<file path="config.mk">
export PLATFORM = sky130hd
export DESIGN_NAME = log_serializer_flat
export DESIGN_NICKNAME = d
export VERILOG_FILES = /design/src/rtl/log_serializer_if.sv /design/src/rtl/log_serializer.sv /design/src/flat_wrapper.sv
export SDC_FILE = /design/constraint.sdc
export NUM_CORES = 1
export LEC_CHECK = 0
export CELL_PAD_IN_SITES_DETAIL_PLACEMENT = 0
export CELL_PAD_IN_SITES_GLOBAL_PLACEMENT = 1
export CORE_MARGIN = 2
export CORE_UTILIZATION = 43
export DETAILED_ROUTE_END_ITERATION = 12
export GPL_TIMING_DRIVEN = 0
export PLACE_DENSITY = 0.91
export SETUP_SLACK_MARGIN = 0.4
export SYNTH_ARGS = -nofsm -noshare
export SYNTH_HDL_FRONTEND = slang
export SYNTH_SLANG_ARGS = --single-unit
</file>
<file path="constraint.sdc">
create_clock -name pid_clk_in -period 14.2 [get_ports pid_clk_in]
set_input_delay 2.13 -clock pid_clk_in [delete_from_list [all_inputs] [get_ports pid_clk_in]]
set_output_delay 2.13 -clock pid_clk_in [all_outputs]
set_load 0.03 [all_outputs]
</file>
<file path="src/rtl/log_serializer_if.sv">
// rtl/log_serializer_if.sv - channel-side and log-side bundle for the log serializer
//
// Purpose: collects the per-channel sample inputs and the serialized log
//          outputs of log_serializer into one bundle.
// Signals:
//   chan_dv_in     [N_LOG]          per-channel sample-valid strobe
//   chan_data_in   [N_LOG*W_LDATA]  per-channel samples, channel k at [k*W_LDATA +: W_LDATA]
//   log_mask_in    [N_LOG]          channel enable mask, 1 = logged
//   log_dv_out                      serialized sample valid
//   log_chan_out   [W_LCHAN]        channel index of the emitted sample
//   log_data_out   [W_LDATA]        emitted sample
//   ovf_count_out  [16]             saturating count of overwritten samples
// Modports: master = sample source / log sink, slave = serializer.
interface log_serializer_if #(
  parameter int N_LOG   = 8,
  parameter int W_LCHAN = 5,
  parameter int W_LDATA = 18
);
  logic [N_LOG-1:0]         chan_dv_in;
  logic [N_LOG*W_LDATA-1:0] chan_data_in;
  logic [N_LOG-1:0]         log_mask_in;
  logic                     log_dv_out;
  logic [W_LCHAN-1:0]       log_chan_out;
  logic [W_LDATA-1:0]       log_data_out;
  logic [15:0]              ovf_count_out;

  modport master (
    output chan_dv_in, chan_data_in, log_mask_in,
    input  log_dv_out, log_chan_out, log_data_out, ovf_count_out
  );

  modport slave (
    input  chan_dv_in, chan_data_in, log_mask_in,
    output log_dv_out, log_chan_out, log_data_out, ovf_count_out
  );
endinterface

</file>
<file path="src/rtl/log_serializer.sv">
// rtl/log_serializer.sv - round-robin serializer of N_LOG log channels onto one stream
//
// Purpose: each channel owns a holding register and a pending flag. A
//          round-robin arbiter picks one pending, enabled channel per cycle
//          and emits its held sample on registered outputs. A new sample on a
//          channel that is still pending overwrites it (latest wins).
// Ports:
//   pid_clk_in  sole clock, rising edge
//   rst_in      asynchronous active-high reset
//   bus         log_serializer_if.slave (strobes/data/mask in, log stream out)
// Configuration:
//   LOG_SERIALIZER_OVF_CNT_EN  defined: 16-bit saturating overwrite counter
//                              undefined: ovf_count_out tied to 0
module log_serializer #(
  parameter int N_LOG   = 8,
  parameter int W_LCHAN = 5,
  parameter int W_LDATA = 18
) (
  input  logic              pid_clk_in,
  input  logic              rst_in,
  log_serializer_if.slave   bus
);

  logic [W_LDATA-1:0] r_hold [N_LOG];
  logic [N_LOG-1:0]   r_pend;
  logic [W_LCHAN-1:0] r_rr_ptr;
  logic               r_dv;
  logic [W_LCHAN-1:0] r_chan;
  logic [W_LDATA-1:0] r_data;

  logic [N_LOG-1:0]   w_elig;
  logic               w_hi_vld;
  logic [W_LCHAN-1:0] w_hi_idx;
  logic               w_lo_vld;
  logic [W_LCHAN-1:0] w_lo_idx;
  logic               w_gnt_vld;
  logic [W_LCHAN-1:0] w_gnt_idx;
  logic [N_LOG-1:0]   w_gnt_oh;
  logic [W_LDATA-1:0] w_gnt_data;
  logic [W_LCHAN-1:0] w_rr_next;
  logic [N_LOG-1:0]   w_accept;

  assign w_elig   = r_pend & bus.log_mask_in;
  assign w_accept = bus.chan_dv_in & bus.log_mask_in;

  // Scan from the top down so the lowest qualifying index wins in each half:
  // "hi" covers indices at or above the pointer, "lo" covers all of them and
  // is only used when nothing at or above the pointer qualifies (wrap-around).
  always_comb begin
    w_hi_vld = 1'b0;
    w_hi_idx = '0;
    w_lo_vld = 1'b0;
    w_lo_idx = '0;
    for (int i = N_LOG - 1; i >= 0; i--) begin
      if (w_elig[i]) begin
        w_lo_vld = 1'b1;
        w_lo_idx = W_LCHAN'(i);
        if (W_LCHAN'(i) >= r_rr_ptr) begin
          w_hi_vld = 1'b1;
          w_hi_idx = W_LCHAN'(i);
        end
      end
    end
  end

  assign w_gnt_vld = w_hi_vld | w_lo_vld;
  assign w_gnt_idx = w_hi_vld ? w_hi_idx : w_lo_idx;
  assign w_rr_next = (w_gnt_idx == W_LCHAN'(N_LOG - 1)) ? '0 : w_gnt_idx + 1'b1;

  always_comb begin
    w_gnt_oh   = '0;
    w_gnt_data = '0;
    for (int k = 0; k < N_LOG; k++) begin
      if (w_gnt_vld && (w_gnt_idx == W_LCHAN'(k))) begin
        w_gnt_oh[k] = 1'b1;
        w_gnt_data  = r_hold[k];
      end
    end
  end

  // Channel state. A new sample always takes priority over the grant clear,
  // so a sample arriving in the grant cycle stays pending while the output
  // carries the previous hold value. Dropping the mask discards the pending
  // sample but keeps the hold register.
  always_ff @(posedge pid_clk_in or posedge rst_in) begin
    if (rst_in) begin
      r_pend <= '0;
      for (int k = 0; k < N_LOG; k++) r_hold[k] <= '0;
    end else begin
      for (int k = 0; k < N_LOG; k++) begin
        if (w_accept[k]) r_hold[k] <= bus.chan_data_in[k*W_LDATA +: W_LDATA];
        if (!bus.log_mask_in[k])  r_pend[k] <= 1'b0;
        else if (w_accept[k])     r_pend[k] <= 1'b1;
        else if (w_gnt_oh[k])     r_pend[k] <= 1'b0;
      end
    end
  end

  always_ff @(posedge pid_clk_in or posedge rst_in) begin
    if (rst_in) begin
      r_dv     <= 1'b0;
      r_chan   <= '0;
      r_data   <= '0;
      r_rr_ptr <= '0;
    end else begin
      r_dv <= w_gnt_vld;
      if (w_gnt_vld) begin
        r_chan   <= w_gnt_idx;
        r_data   <= w_gnt_data;
        r_rr_ptr <= w_rr_next;
      end
    end
  end

  assign bus.log_dv_out   = r_dv;
  assign bus.log_chan_out = r_chan;
  assign bus.log_data_out = r_data;

`ifdef LOG_SERIALIZER_OVF_CNT_EN
  logic [15:0]      r_ovf;
  logic [N_LOG-1:0] w_ovf_ev;
  logic [16:0]      w_ovf_sum;

  // An overwrite is an accepted sample landing on a still-pending channel
  // that is not being drained this cycle.
  assign w_ovf_ev = w_accept & r_pend & ~w_gnt_oh;

  always_comb begin
    w_ovf_sum = {1'b0, r_ovf};
    for (int k = 0; k < N_LOG; k++) w_ovf_sum = w_ovf_sum + 17'(w_ovf_ev[k]);
  end

  always_ff @(posedge pid_clk_in or posedge rst_in) begin
    if (rst_in)            r_ovf <= '0;
    else if (w_ovf_sum[16]) r_ovf <= 16'hFFFF;
    else                   r_ovf <= w_ovf_sum[15:0];
  end

  assign bus.ovf_count_out = r_ovf;
`else
  assign bus.ovf_count_out = '0;
`endif

endmodule

</file>
<file path="src/flat_wrapper.sv">
// flat-port wrapper written by rule: the top's interface ports become plain ports
module log_serializer_flat 
#(
  parameter int N_LOG   = 8,
  parameter int W_LCHAN = 5,
  parameter int W_LDATA = 18
)
  (pid_clk_in, rst_in, bus_chan_dv_in, bus_chan_data_in, bus_log_mask_in, bus_log_dv_out, bus_log_chan_out, bus_log_data_out, bus_ovf_count_out);
  log_serializer_if #(.N_LOG(N_LOG), .W_LCHAN(W_LCHAN), .W_LDATA(W_LDATA)) bus_i ();
  input  logic pid_clk_in;
  input  logic rst_in;
  input wire logic [$bits(bus_i.chan_dv_in)-1:0] bus_chan_dv_in;
  input wire logic [$bits(bus_i.chan_data_in)-1:0] bus_chan_data_in;
  input wire logic [$bits(bus_i.log_mask_in)-1:0] bus_log_mask_in;
  output wire logic [$bits(bus_i.log_dv_out)-1:0] bus_log_dv_out;
  output wire logic [$bits(bus_i.log_chan_out)-1:0] bus_log_chan_out;
  output wire logic [$bits(bus_i.log_data_out)-1:0] bus_log_data_out;
  output wire logic [$bits(bus_i.ovf_count_out)-1:0] bus_ovf_count_out;
  assign bus_i.chan_dv_in = bus_chan_dv_in;
  assign bus_i.chan_data_in = bus_chan_data_in;
  assign bus_i.log_mask_in = bus_log_mask_in;
  assign bus_log_dv_out = bus_i.log_dv_out;
  assign bus_log_chan_out = bus_i.log_chan_out;
  assign bus_log_data_out = bus_i.log_data_out;
  assign bus_ovf_count_out = bus_i.ovf_count_out;
  log_serializer #(.N_LOG(N_LOG), .W_LCHAN(W_LCHAN), .W_LDATA(W_LDATA)) u_core (.pid_clk_in(pid_clk_in), .rst_in(rst_in), .bus(bus_i));
endmodule
</file>
# Yosys cells after proc, flatten, opt, wreduce, memory -nomap -nowiden

Cells that the tools add are included.

Register bits after elaboration: 181
Bits of input ports: 162
Output and inout bits: 40

Add/sub/neg operators: 1
Order comparisons: 8
Equal/unequal tests: 15
Muxes and demuxes: 90
Bitwise gates (word level): 3
Reduce and logical (&&, ||, !) cells: 9

Operators by type and width:

| operator                                              | number |
|---|---|
| two-way mux 18 bit                                    | 8 |
| two-way mux 5 bit                                     | 17 |
| two-way mux 1 bit                                     | 56 |
| two-way mux 3 bit                                     | 9 |
| inequality test 3 x 1 -> 1 bit, second input constant | 8 |
| == test 5 x 3 -> 1 bit, second input constant         | 4 |
| >= comparator 3 x 5 -> 1 bit, first input constant    | 4 |
| bitwise AND 8 bit                                     | 2 |
| == test 5 x 2 -> 1 bit, second input constant         | 2 |
| >= comparator 1 x 5 -> 1 bit, first input constant    | 2 |
| >= comparator 2 x 5 -> 1 bit, first input constant    | 2 |
| logical AND 1 bit                                     | 8 |
| adder 5 x 1 -> 5 bit, second input constant           | 1 |
| == test 5 x 1 -> 1 bit, second input constant         | 1 |
| logical NOT 5 bit                                     | 1 |
| bitwise OR 1 bit                                      | 1 |

# Logic depth before layout (Yosys ltp)

Gate-level depths: netlist of the first run.

Depth in word-level cells: 28
Depth in mapped cells: 16
Depth with buffers taken out: 14

# Worst setup path before layout of the first run

OpenSTA, ideal clock, no wires.

Kind: input to register
Start point: input bus_log_mask_in[6]
End point: register u_core.r_data[9] (netlist: u_core.bus.log_data_out[9])
Library setup time: 0.095 ns
Arrival: 5.127 ns
Setup slack: 8.977 ns
Stages: 13
Buffers on the path: 2
Path through: nand2_1 -> a311oi_1 -> or3_1 -> nand3b_1 -> o21ai_0 -> a211oi_1 -> ha_1 -> clkbuf_1 -> o21ai_0 -> a31oi_2 -> clkbuf_4 -> a221oi_2 -> o32ai_2

Cells in the longest elaborated chain, start to end: 25
Elaborated cells between the ends (all ways): 67
Classes of those cells: eq/ne: 7; mux: 49; bitwise: 2; reduce/logical: 9

RTL lines:

| item                                                   | RTL line              | RTL |
|---|---|---|
| start: declaration                                     | flat_wrapper.sv:14    | `input wire logic [$bits(bus_i.log_mask_in)-1:0] bus_log_mask_in;` |
| bitwise AND 8 bit (*)                                  | log_serializer.sv:43  | `assign w_elig = r_pend & bus.log_mask_in;` |
| two-way mux 5 bit or two-way mux 1 bit (tied branches) | log_serializer.sv:55  | `if (w_elig[i]) begin` |
| two-way mux 5 bit or two-way mux 1 bit (tied branches) | log_serializer.sv:58  | `if (W_LCHAN'(i) >= r_rr_ptr) begin` |
| two-way mux 5 bit or two-way mux 1 bit (tied branches) | log_serializer.sv:55  |  |
| two-way mux 5 bit or two-way mux 1 bit (tied branches) | log_serializer.sv:58  |  |
| two-way mux 5 bit or two-way mux 1 bit (tied branches) | log_serializer.sv:55  |  |
| two-way mux 5 bit or two-way mux 1 bit (tied branches) | log_serializer.sv:58  |  |
| two-way mux 5 bit or two-way mux 1 bit (tied branches) | log_serializer.sv:55  |  |
| (+2 left out)                                          | n/a                   |  |
| two-way mux 5 bit or two-way mux 1 bit (tied branches) | log_serializer.sv:58  |  |
| two-way mux 5 bit or two-way mux 1 bit (tied branches) | log_serializer.sv:55  |  |
| two-way mux 5 bit or two-way mux 1 bit (tied branches) | log_serializer.sv:58  |  |
| two-way mux 5 bit or two-way mux 1 bit (tied branches) | log_serializer.sv:55  |  |
| two-way mux 5 bit                                      | log_serializer.sv:67  | `assign w_gnt_idx = w_hi_vld ? w_hi_idx : w_lo_idx;` |
| logical NOT 5 bit                                      | log_serializer.sv:74  | `if (w_gnt_vld && (w_gnt_idx == W_LCHAN'(k))) begin` |
| logical AND 1 bit                                      | log_serializer.sv:74  |  |
| two-way mux 18 bit (8 in a row)                        | log_serializer.sv:74  |  |
| end signal: assignment                                 | log_serializer.sv:109 | `r_data <= w_gnt_data;` |
| end: declaration                                       | log_serializer.sv:29  | `logic [W_LDATA-1:0] r_data;` |

Every way passes the cells marked *; elsewhere a longest branch is shown, timed or not.
A chain may end at the register's enable or synchronous reset.

# Final worst setup path of the first run

Start point: input bus_log_mask_in[6]
End point: register u_core.r_data[1] (netlist: u_core.bus.log_data_out[1])

Cells in the longest elaborated chain, start to end: 25
Elaborated cells between the ends (all ways): 67
Classes of those cells: eq/ne: 7; mux: 49; bitwise: 2; reduce/logical: 9

RTL lines:

| item                                                   | RTL line             | RTL |
|---|---|---|
| bitwise AND 8 bit (*)                                  | log_serializer.sv:43 |  |
| two-way mux 5 bit or two-way mux 1 bit (tied branches) | log_serializer.sv:55 |  |
| two-way mux 5 bit or two-way mux 1 bit (tied branches) | log_serializer.sv:58 |  |
| two-way mux 5 bit or two-way mux 1 bit (tied branches) | log_serializer.sv:55 |  |
| two-way mux 5 bit or two-way mux 1 bit (tied branches) | log_serializer.sv:58 |  |
| two-way mux 5 bit or two-way mux 1 bit (tied branches) | log_serializer.sv:55 |  |
| two-way mux 5 bit or two-way mux 1 bit (tied branches) | log_serializer.sv:58 |  |
| two-way mux 5 bit or two-way mux 1 bit (tied branches) | log_serializer.sv:55 |  |
| (+4 left out)                                          | n/a                  |  |
| two-way mux 5 bit or two-way mux 1 bit (tied branches) | log_serializer.sv:58 |  |
| two-way mux 5 bit or two-way mux 1 bit (tied branches) | log_serializer.sv:55 |  |
| two-way mux 5 bit (*)                                  | log_serializer.sv:67 |  |
| named net u_core.w_gnt_idx[0]                          | log_serializer.sv:37 | `logic [W_LCHAN-1:0] w_gnt_idx;` |
| logical NOT 5 bit                                      | log_serializer.sv:74 |  |
| logical AND 1 bit                                      | log_serializer.sv:74 |  |
| two-way mux 18 bit (7 in a row)                        | log_serializer.sv:74 |  |
| two-way mux 18 bit (*)                                 | log_serializer.sv:74 |  |

Mark *: on every way through the listed nets, which the timed path passes. The rest lies on a longest branch.

==> flow_summary.toml, run 1 <==
[critical_path]
crit_type = "primary input to flip-flop"
cp_data_required_time_ns = 14.51
reg2reg_to = "u_core.bus.log_data_out[1]"
r2r_start = "u_core.r_rr_ptr[2]"
critPathCapture = "u_core.bus.log_data_out[1]"
crit_start = "bus_log_mask_in[6]"
cp-start-kind = "primary input"
crit_arrival_ns = 6.66
crit_path_end_kind = "flip-flop"
worstPathMaxFanout = 10
reg2reg_slack_ns = 9.64
reg2regPathDepth = 14

[clocking]
cts_setup_buffers = 0
cts_buffers = 17
insertion_delay_ns = 0.44
root_buffer = "clkbuf_16"
cts_max_level = 4
clockBufferDepth = 2
clkTransAtPathRegs_ns = 0.07
cts_hold_buf = 0
cts_sinks = 178
cts_tree = "done"
cts_resized = 0

[yosys]
async_flop_share_pct = 100
synth-edff-count = 0
synth_ff_type = "dfrtp_1"
synth.avg_cell_area_um2 = 12.6
seq_area_frac_synth_pct = 52.3
synth-seq-cells = 178
synth_cell_types = 50
syn-instance-count = 677
yosys_warnings = 0
synthesis.area_um2 = 8520

[sta]
clock_skew_ns = 0.0111
rsz0062_at_grt = "false"
fin_setup_tns_ns = 0
tightest_slew_ns = 0.875
slew_violations = 0
min_period_over_period_pct = 44.8
timing.hold.ws_ns = 0.483
finalCriticalPeriod_ns = 6.35
postLayoutSetupSlackWorst_ns = 7.85
setup_viol = 0
slew_headroom_pct = 41.3
max_freq_mhz = 157
hold_violations = 0

[flow_run]
drv_cap = 0

[cells_and_area]
drive_gt1_share_pct = 28.0
nNetsFinal = 1065
layout_commonest_cell = "clkdlybuf4s50_1"
n_antenna_cell = 0
synthToLayoutAreaGrowth_pct = 33.0
layout_common_cells = "clkdlybuf4s50_1 (183), dfrtp_1 (178), mux2_2 (144), nand2_1 (86), nor2_1 (38)"

[grt]
grt_pass1_wl_um = 36500
grt_max_degree = 93
grt_usage_pct = 23.7
grt_pass1_vias = 6467
gr-total-overflow = 0
antenna_found_initial = 0

[route]
wirelength_um = 23900
drt_iter0_drc = 450
drc = 0
ant_nets = 0
viasPerCell = 5.46
wl_per_cell_um = 20.3
vias = 6414
dr.pass1.iters = 5

[place]
hpwl_um = 17600
portBuffers = 183
place_congestion = 0.899
dpl_worst_slack_ns = 7.55

[run_status]
status = "finished clean"

[floorplanning]
core-area_um2 = 19500
die_area_um2 = 21000
initial_core_util_pct = 43.8
die_h_um = 145
ios = 202
rows = 51
die-width_um = 145

[power]
irDropWorstVdd_mv = 0.0890
p_leak_uw = 0.00474
powerDensity_nw_per_um2 = 180

[worst_hold_path]
hold_path.class = "flip-flop to flip-flop"
[worst min-delay path by stage]
stage,slack [ns],cells past startpoint,end,startpoint
floorplan,0.47,1,u_core.r_hold[89],u_core.r_hold[89]
global placement,0.47,2,u_core.bus.log_chan_out[0],u_core.bus.log_chan_out[0]
detailed placement,0.48,2,u_core.bus.log_chan_out[1],u_core.bus.log_chan_out[1]
CTS,0.49,2,u_core.bus.log_chan_out[1],u_core.bus.log_chan_out[1]
global route,0.52,2,u_core.bus.log_chan_out[2],u_core.bus.log_chan_out[2]
finish,0.48,2,u_core.bus.log_chan_out[1],u_core.bus.log_chan_out[1]
[synth_stat cells (7+ instances only)]
cell,number,area (µm²)
o32ai_1,7,61.3
o221ai_1,35,307
buf_2,9,45.0
a221oi_1,16,140
o21ai_0,10,50.1
o32ai_2,11,179
dfrtp_1,178,4450
clkbuf_1,17,63.8
mux2_2,144,1620
nor2_1,38,143
a221oi_2,20,300
buf_4,20,150
nand2_1,86,323
a21oi_1,12,60.1
[cell type report]
class / count / area, µm²
clock buffers: 17 / 425
flip-flops and latches: 178 / 4450
multi-input cells: 454 / 3760
inverters: 8 / 42.5
plain buffers: 54 / 330
fillers: 1627 / 8130
repair buffers: 184 / 1860
well taps: 265 / 332
clock inverters: 15 / 123
[sequential cells by signal, indices dropped and copies added, names as in the netlist]
register	cells
u_core.r_hold	144
u_core.bus.log_dv_out	1
u_core.bus.log_chan_out	3
u_core.bus.log_data_out	18
u_core.r_pend	8
u_core.r_rr_ptr	4
[cell families after synthesis]
| kind of cell | share of synthesized area, % |
|---|---|
| DFF | 52.3 |
| and+or+nand+nor | 8.44 |
| muxes | 19.0 |
| AOI/OAI and AO/OA | 15.0 |
| buffers and inverters | 4.29 |
| adders and majority gates | 0.881 |
| other | 0.0440 |
[worst max-delay path, cell delays in order]
cell	delay, ns
clkdlybuf4s50_1	0.52
nand2_1	0.11
a311oi_1	0.45
or3_1	0.27
nand3b_1	0.15
o21ai_0	0.09
a211oi_1	0.76
inv_1	0.15
ha_1	0.27
ha_1	0.22
inv_1	0.16
nand4_1	0.39
buf_2	0.37
o221ai_1	0.44
o32ai_2	0.15
[routing by layer]
layer | GRT usage (%) | up-vias | part of all wire [%]
met2 | 38.0 | 230 | 48
met1 | 32.5 | 3208 | 45
li1 | - | 2939 | -
met5 | 0 | - | 0
met3 | 4.21 | 37 | 5.2
met4 | 8.38 | 0 | 2.3
[per-stage QoR]
stage,std cells,power (µW),util [%],instance area [µm²]
after global routing,1175,2150,58.2,11300
after CTS,1175,2050,58.2,11300
after detailed placement,1143,1600,55.4,10800
final,1175,2040,58.2,11300
after floorplan,694,1290,-,8580
after global placement,1142,1580,55.2,10700
[where the power goes]
group / switching, µW / total, µW / leakage, µW / internal [µW]
combinational: 519 / 912 / 0.00236 / 393
clock: 216 / 445 / 0.000274 / 229
sequential: 73.3 / 686 / 0.00210 / 612
Note: power is estimated with default switching activity, not from simulation.
==> run 2: changes to the inputs <==
CORE_UTILIZATION = 36   (was 43)
PLACE_DENSITY = 0.82   (was 0.91)
clock period = 5.6 ns   (was 14.2 ns; I/O delays follow)
==> run 2 against run 1 <==
Against the previous run:
- combinational power grew to 2.5 times the previous value
- register-to-register slack lost 8.4 ns
- clock power grew to 2.6 times the previous value
- hold slack improved by 0.0086 ns
- sequential power rose to 2.5 times the previous value
- setup slack worse by 7.0 ns
- utilization shrank 9.0 points
- non-clock buffer count rose by 3
- global-route usage decreased by 3.9 points
- sequential share of layout area is 0.53 points lower
- via count fell by 0.44%
- critical path type unchanged
- largest cell class unchanged
- largest power group unchanged
==> flow_summary.toml, run 2 (synthesis gave the netlist of run 1 again) <==
[run_status]
status = "finished clean"

[sta]
tightest_slew_ns = 0.830
fin_setup_tns_ns = 0
max_freq_mhz = 210
timing.hold.ws_ns = 0.491
clock_skew_ns = 0.0119
finalCriticalPeriod_ns = 4.77
hold_violations = 0
slew_headroom_pct = 44.6
rsz0062_at_grt = "false"
slew_violations = 0
min_period_over_period_pct = 85.2
setup_viol = 0

[clocking]
clockBufferDepth = 2
cts_max_level = 4
cts_buffers = 17
cts_tree = "done"
insertion_delay_ns = 0.42
cts_setup_buffers = 0
clkTransAtPathRegs_ns = 0.06
cts_hold_buf = 0
cts_resized = 0
cts_sinks = 178
root_buffer = "clkbuf_16"

[route]
ant_nets = 0
drt_iter0_drc = 293
wl_per_cell_um = 19.7
wirelength_um = 24200
viasPerCell = 5.18
vias = 6386
drc = 0
dr.pass1.iters = 5

[critical_path]
crit_path_end_kind = "flip-flop"
cp_data_required_time_ns = 5.88
reg2regPathDepth = 14
r2r_start = "u_core.r_rr_ptr[2]"
max_stage_delay_ns = 0.52
crit_start = "bus_log_mask_in[6]"
cp-start-kind = "primary input"
reg2reg_slack_ns = 1.26
crit_arrival_ns = 5.05
reg2reg_to = "u_core.bus.log_data_out[7]"
crit_type = "primary input to flip-flop"
slowest_stage = "clkdlybuf4s50_1"
path_cells = "clkdlybuf4s50_1 -> nand2_1 -> a311oi_1 -> or3_1 -> nand3b_1 -> o21ai_0 -> a211oi_2 -> inv_1 -> ha_1 -> ha_1 -> inv_1 -> nand4_1 -> buf_2 -> o221ai_1 -> o32ai_2"
worstPathMaxFanout = 10

[cells_and_area]
synthToLayoutAreaGrowth_pct = 34.8
layout_common_cells = "clkdlybuf4s50_1 (183), dfrtp_1 (178), mux2_2 (144), nand2_1 (86), nor2_1 (38)"
drive_gt1_share_pct = 28.3
largest_reg_flops = 144
regMostFlops = "u_core.r_hold"
nNetsFinal = 1068
layout_commonest_cell = "clkdlybuf4s50_1"
num-fill-cells = 2091
layout.cells.non_filler = 1232

[grt]
grt_pass1_wl_um = 36700
antenna_found_initial = 0
busiest_layer = "met2"
grt_max_degree = 41
met1_usage_pct = 27.7
gr-total-overflow = 0
grt_usage_pct = 19.8
met3_usage_pct = 3.91
grt_pass1_vias = 6390
met2_usage_pct = 30.2

[worst_hold_path]
worstHoldPathCells = 2
hold_path.class = "flip-flop to flip-flop"
hold_path_end = "u_core.bus.log_chan_out[2]"
min_from = "u_core.bus.log_chan_out[2]"

[floorplanning]
core-area_um2 = 23300
die_h_um = 158
ios = 202
die-width_um = 158
initial_core_util_pct = 36.5
die_area_um2 = 24900
rows = 56

[place]
placed_cells = 1200
place_congestion = 0.825
hpwl_um = 18600
portBuffers = 183

[power]
power_uw = 5210
p_leak_uw = 0.00476
powerDensity_nw_per_um2 = 454
irDropWorstVdd_mv = 0.245

[flow_run]
drv_cap = 0
-- run 2: cell type report --
type | instances | area [µm²] | share of cell area (%)
Tap cell | 319 | 399 | 3.48
Buffer | 54 | 330 | 2.88
Multi-Input combinational cell | 454 | 3770 | 32.8
Clock inverter | 10 | 98.8 | 0.861
Inverter | 8 | 38.8 | 0.338
Timing Repair Buffer | 187 | 1910 | 16.6
Clock buffer | 21 | 480 | 4.18
Antenna cell | 1 | 2.50 | 0.0218
Sequential cell | 178 | 4450 | 38.8
-- run 2: critical path, delay by kind of cell --
| family | cells | cell delay, ns |
|---|---|---|
| AOI/OAI and AO/OA | 5 | 1.56 |
| buffers and inverters | 4 | 1.21 |
| and+or+nand+nor | 4 | 0.94 |
| adders and majority gates | 2 | 0.48 |
-- run 2: worst max path at each step --
stage | end | slack (ns) | cells after the start
floorplan | u_core.bus.log_data_out[9] | 1.67 | 13
global placement | u_core.bus.log_data_out[7] | 0.16 | 15
detailed placement | u_core.bus.log_data_out[7] | 0.14 | 15
CTS | u_core.bus.log_data_out[7] | 0.57 | 15
global route | u_core.bus.log_data_out[7] | 0.50 | 13
finish | u_core.bus.log_data_out[7] | 0.83 | 15
-- run 2: metrics by stage --
step                cell area, µm²  setup slack (ns)  utilization [%]
floorplan                     8590              1.67                -
global placement             10800             0.164             46.4
detailed placement           10900             0.135             46.7
CTS                          11500             0.568             49.2
global route                 11500             0.502             49.2
finish                       11500             0.831             49.2
-- run 2: metal layers --
layer  up-vias  wire, µm  part of all wire, %
li1       2930         -                    -
met1      3205     10800                   45
met2       219     11400                   47
met3        32      1310                  5.4
met4         0       699                  2.9
met5         -         0                    0
-- run 2: power by group --
part	switching [µW]	internal (µW)
sequential	182	1550
combinational	1310	1000
clock	502	662
